$ cat src/rtl/movegen_sequencer.sv
// Move-generation sequencer: walks the token across the board, expands each
// holder's target set lowest-index-first, looks up the captured piece and
// streams 20-bit UCI moves as one SOP/EOP packet through a 1-entry hold buffer.
module movegen_sequencer #(
  parameter int LOOKUP_LAT   = 1,
  parameter int TOKEN_SETTLE = 1
) (
  input  logic        clk,
  input  logic        rst,
  input  logic        start,
  input  logic        board_loaded,
  input  logic        in_wtp,
  input  logic [63:0] sq_from,
  input  logic [2:0]  sq_from_piece,
  input  logic [63:0] sq_to,
  output logic        token_next,
  output logic [5:0]  lookup_rankfile,
  input  logic [2:0]  lookup_piece,
  output logic        o_uci_valid,
  output logic [19:0] o_uci_data,
  output logic        o_uci_sop,
  output logic        o_uci_eop,
  input  logic        o_uci_ready,
  output logic        busy,
  output logic        err_multi_token
);

  typedef enum logic [2:0] {
    S_IDLE,
    S_SETTLE,
    S_SAMPLE,
    S_PICK,
    S_LOOKUP,
    S_PUSH,
    S_FLUSH
  } state_t;

  state_t      state, state_nx;
  logic [1:0]  cnt;
  logic [63:0] pending;
  logic [5:0]  from_idx;
  logic [2:0]  from_piece;
  logic [2:0]  taken;
  logic        promo;
  logic [1:0]  prom_cnt;
  logic        hold_full;
  logic        hold_sop;
  logic        first_beat;
  logic [19:0] hold_data;

  logic        settle_done;
  logic        lookup_done;
  logic        push_ok;
  logic        last_variant;
  logic [19:0] new_move;
  logic [2:0]  prom_rank;

  // Index of the lowest set bit; zero when no bit is set.
  function automatic logic [5:0] lowest_bit(input logic [63:0] v);
    logic [5:0] r;
    r = '0;
    for (int i = 63; i >= 0; i--) begin
      if (v[i]) r = 6'(i);
    end
    return r;
  endfunction

  assign settle_done  = (cnt == 2'(TOKEN_SETTLE - 1));
  assign lookup_done  = (cnt == 2'(LOOKUP_LAT));
  assign push_ok      = (state == S_PUSH) && (!hold_full || o_uci_ready);
  assign last_variant = !promo || (prom_cnt == 2'd3);
  assign new_move     = {(promo ? prom_cnt : 2'b00), from_piece, from_idx, taken, lookup_rankfile};
  assign prom_rank    = in_wtp ? 3'd7 : 3'd0;
  assign busy         = (state != S_IDLE);

  // State register.
  always_ff @(posedge clk) begin
    if (rst) state <= S_IDLE;
    else     state <= state_nx;
  end

  // Next-state decode and stream/token handshake outputs.
  always_comb begin
    state_nx    = state;
    token_next  = 1'b0;
    o_uci_valid = 1'b0;
    o_uci_sop   = 1'b0;
    o_uci_eop   = 1'b0;
    o_uci_data  = '0;
    case (state)
      S_IDLE: begin
        if (start && board_loaded) state_nx = S_SETTLE;
      end
      S_SETTLE: begin
        if (settle_done) state_nx = S_SAMPLE;
      end
      S_SAMPLE: begin
        if (sq_from == '0) state_nx = S_FLUSH;
        else               state_nx = S_PICK;
      end
      S_PICK: begin
        if (pending == '0) begin
          token_next = 1'b1;
          state_nx   = S_SETTLE;
        end else begin
          state_nx   = S_LOOKUP;
        end
      end
      S_LOOKUP: begin
        if (lookup_done) state_nx = S_PUSH;
      end
      S_PUSH: begin
        o_uci_valid = hold_full;
        o_uci_sop   = hold_full & hold_sop;
        o_uci_data  = hold_full ? hold_data : '0;
        if (push_ok && last_variant) state_nx = S_PICK;
      end
      S_FLUSH: begin
        o_uci_valid = 1'b1;
        o_uci_sop   = hold_full ? hold_sop : 1'b1;
        o_uci_eop   = 1'b1;
        o_uci_data  = hold_full ? hold_data : '0;
        if (o_uci_ready) state_nx = S_IDLE;
      end
      default: state_nx = S_IDLE;
    endcase
  end

  // Control state: counters, pending mask, hold-buffer flags, error flag.
  always_ff @(posedge clk) begin
    if (rst) begin
      cnt             <= '0;
      pending         <= '0;
      lookup_rankfile <= '0;
      promo           <= 1'b0;
      prom_cnt        <= '0;
      hold_full       <= 1'b0;
      hold_sop        <= 1'b0;
      first_beat      <= 1'b0;
      err_multi_token <= 1'b0;
    end else begin
      cnt <= (state_nx == state) ? cnt + 2'd1 : 2'd0;
      case (state)
        S_IDLE: begin
          if (start && board_loaded) first_beat <= 1'b1;
        end
        S_SAMPLE: begin
          if (sq_from != '0) begin
            pending <= sq_to;
            if ((sq_from & (sq_from - 64'd1)) != '0) err_multi_token <= 1'b1;
          end
        end
        S_PICK: begin
          if (pending != '0) begin
            lookup_rankfile <= lowest_bit(pending);
            pending         <= pending & (pending - 64'd1);
          end
        end
        S_LOOKUP: begin
          if (lookup_done) begin
            promo    <= (from_piece == 3'd6) && (lookup_rankfile[5:3] == prom_rank);
            prom_cnt <= '0;
          end
        end
        S_PUSH: begin
          if (push_ok) begin
            hold_full  <= 1'b1;
            hold_sop   <= first_beat;
            first_beat <= 1'b0;
            prom_cnt   <= prom_cnt + 2'd1;
          end
        end
        S_FLUSH: begin
          if (o_uci_ready) hold_full <= 1'b0;
        end
        default: ;
      endcase
    end
  end

  // Datapath captures: token holder, looked-up piece, held move.
  always_ff @(posedge clk) begin
    if (state == S_SAMPLE) begin
      from_idx   <= lowest_bit(sq_from);
      from_piece <= sq_from_piece;
    end
    if (state == S_LOOKUP && lookup_done) taken <= lookup_piece;
    if (push_ok) hold_data <= new_move;
  end

endmodule

$ cat config.mk
export PLATFORM = sky130hd
export DESIGN_NAME = movegen_sequencer
export DESIGN_NICKNAME = d
export VERILOG_FILES = /design/src/rtl/movegen_sequencer.sv
export SDC_FILE = /design/constraint.sdc
export NUM_CORES = 1
export LEC_CHECK = 0
export CORE_ASPECT_RATIO = 0.5
export CORE_MARGIN = 4
export CORE_UTILIZATION = 40
export DETAILED_ROUTE_END_ITERATION = 8
export HOLD_SLACK_MARGIN = 0.05
export PLACE_DENSITY = 0.75
export SETUP_SLACK_MARGIN = 0.4
export SLEW_MARGIN = 15
export SYNTH_ARGS = -nofsm -noshare
export SYNTH_HDL_FRONTEND = slang
export SYNTH_SLANG_ARGS = --single-unit
$ cat constraint.sdc
create_clock -name clk -period 3.41 [get_ports clk]
set_clock_uncertainty 0.2 [all_clocks]
set_input_delay 0.341 -clock clk [delete_from_list [all_inputs] [get_ports clk]]
set_output_delay 0.341 -clock clk [all_outputs]
set_load 0.05 [all_outputs]
==> results.toml <==
[sta]
max-slew-margin-rel_pct = 43.9
finalSetupViolations = 0
min_period_over_period_pct = 89.2
post-route-min-period_ps = 3040
fin_tns_setup_ps = 0
fin_ws_ps = 368
fmax_ghz = 0.329
whs_ps = 203
grt_setup_unrepaired = "yes"
worst_slew_pin_slew_ps = 836
drv_slew = 0
hold_violations = 0

[setup_path]
crit_arrival_ps = 2500
crit_chain = "or4_4, nand2b_4, or4_4, buf_6, nor2_8, nand2_2, inv_2, buf_12"
crit_required_ps = 2870
max_stage_delay_ps = 550
critical_path_class = "flip-flop to output pin"
path_max_fanout = 6
cpLargestDelayFamily = "simple AND/OR/NAND/NOR gates"
critPathBufInv = 3
worstRegToRegCells = 8
setup.worst_path.start_class = "flip-flop"
slowest_stage = "or4_4"
end_kind = "output pin"
worstSetupPathDepth = 8
crit_top_cell = "or4_4"

[global_routing]
grt_pass1_wl_mm = 41.7
grt_max_degree = 51
antenna_found_initial = 2
grt-ovfl-total = 0
grt_pass1_vias = 8341
grt_usage_pct = 23.5

[floorplanning]
rows = 35
dieHeight_um = 105
core_um2 = 18400
start_util_pct = 40.8
dieArea_um2 = 21100
die_w_um = 202
io_pins = 172

[synth]
synth.distinct_cells = 76
synth_async_sr_flop_share_pct = 0
synth-simple-area-share_pct = 33.1
synth_seq_cells = 114
synth_edf_count = 32
netlist_top_cells_area = "dfxtp_1 (22%), edfxtp_1 (13%), nor2_1 (6.9%)"
yosys-mux-area-fraction_pct = 0.401
synthAdderAreaFrac_pct = 0.634
yosysTopAreaCellShare_pct = 21.9
synth_compound_area_share_pct = 26.2
synth_ff_type = "dfxtp_1"
syn_nets = 1131
syn_inst = 988
synth-xor-area-share_pct = 0
synth_seq_area_share_pct = 34.7
yosys_warnings = 0
synth_area_um2 = 7500
synth_top_family_by_area = "simple AND/OR/NAND/NOR gates"
synth.avg_cell_area_um2 = 7.59
netlist.top_cell.by_area = "dfxtp_1"

[power]
power_density_nw_per_um2 = 754
p_leak_nw = 3.99
max-vdd-ir-drop_mv = 0.506

[layout]
layout_commonest_cell = "clkdlybuf4s50_1"
antenna-diode-count = 0
final_layout_size_suffix_gt1_share_pct = 15.7
seq_area_um2 = 2610
nets = 1378
multi_input_area_um2 = 4690
area_growth_pct = 44.0
layout_common_cells = "clkdlybuf4s50_1 (148), nor2_1 (137), buf_4 (101), nand2_1 (96), a21oi_1 (88)"
nFillCells = 1663

[drt]
via_count = 8772
ant_nets = 0
viasPerCell = 5.90
first_pass_iters = 6
drtIter0Drc = 828
dr_wl_met3_mm = 1.82
wl_met1_mm = 11.3
highest_layer = "met5"
met2_length_mm = 12.4
drc_errors = 0
wl_per_cell_um = 17.6
totalWireLength_mm = 26.2

[clock_network]
clkSlewWorstSetupHoldPaths_ps = 50
cts.sinks = 114
htreeDepth = 4
cts_tree = "built"
clk_path_buf_depth = 2
clk_latency_ps = 410
ctsHoldBuffers = 0
numCtsBuffers = 17
clock-root-buffer = "clkbuf_16"

[worst_hold_path]
hold_depth = 2
holdCritPathClass = "input port to flip-flop"

[status]
status = "complete, no violations"

[placement]
io_buffers = 171
dp_hpwl_mm = 19.8
gp_congestion = 0.925
dp_slack_ps = 0.582

[flow_run]
drv_cap = 0
==> worst paths after layout <==
path	slack, ps	startpoint	to
max	370	pending[24]$_SDFFE_PP0P_	token_next
min	200	rst	pending[50]$_SDFFE_PP0P_
max reg2reg	410	pending[16]$_SDFFE_PP0P_	pending[55]$_SDFFE_PP0P_
min reg2reg	220	taken[0]$_DFFE_PP_	hold_data[6]$_DFFE_PP_
==> state kept, by name, summed over array words and instances, names as in the netlist <==
register and count:
hold_sop 1, pending 64, lookup_rankfile 6, state 3, promo 1, hold_data 20
cnt 2, taken 3, from_idx 6, hold_full 1, err_multi_token 1, from_piece 3
first_beat 1, prom_cnt 2
==> metrics by stage <==
stage | instance area, µm² | cells | util [%] | power (W)
after floorplan | 7500 | 988 | - | 0.00457
after global placement | 10000 | 1447 | 54.5 | 0.00578
after detailed placement | 10000 | 1447 | 54.5 | 0.00585
after CTS | 10600 | 1480 | 57.5 | 0.00760
after global routing | 10800 | 1488 | 58.7 | 0.00866
final | 10800 | 1488 | 58.7 | 0.00814
==> cells in the mapped netlist, drive strengths merged (4+ instances only) <==
cell type and n:
o21ai 80, o2111ai 4, or4 19, and2 28, nand4 17, buf 16, or2 8, o22ai 4
o311ai 6, o21bai 4, inv 36, o211ai 13, nand2b 14, or3 8, nor2 141, a21boi 5
clkbuf 31, a211oi 11, a21oi 88, dfxtp 82, nor2b 8, and3 4, and4 4, edfxtp 32
nor3 52, a31oi 16, nand3 14, nor4 52, o31ai 11, a311oi 6, nand2 99, a22oi 34
==> logic make-up after synthesis <==
kind of cell	after synthesis
and+or+nand+nor	473
buffers and inverters	83
adders and majority gates	4
muxes	3
DFF	114
AOI/OAI and AO/OA	311
==> metal layers <==
| metal | GRT usage (%) | vias up |
|---|---|---|
| met3 | 4.53 | 60 |
| met2 | 39.8 | 391 |
| met5 | 0 | - |
| li1 | - | 4229 |
| met4 | 7.02 | 4 |
| met1 | 30.7 | 4088 |
==> power breakdown <==
| group | leakage (nW) | internal (W) | total, W | switching [W] |
|---|---|---|---|---|
| Combinational | 2.77 | 0.00192 | 0.00445 | 0.00253 |
| Clock | 0.265 | 0.00106 | 0.00168 | 0.000622 |
| Sequential | 0.958 | 0.00165 | 0.00201 | 0.000360 |
==> layout make-up <==
class / count / share of cell area [%]
Multi-Input combinational cell: 791 / 43.4
Clock inverter: 13 / 1.10
Inverter: 36 / 1.25
Tap cell: 240 / 2.78
Clock buffer: 19 / 4.01
Timing Repair Buffer: 275 / 23.2
Sequential cell: 114 / 24.2
==> timing repair <==
item,4_1_cts,5_1_grt
endpoints found under the setup margin,24,56
buffers inserted,1,8
pin swaps,1,9
resized for setup,22,43
(Power assumes the default switching activity.)
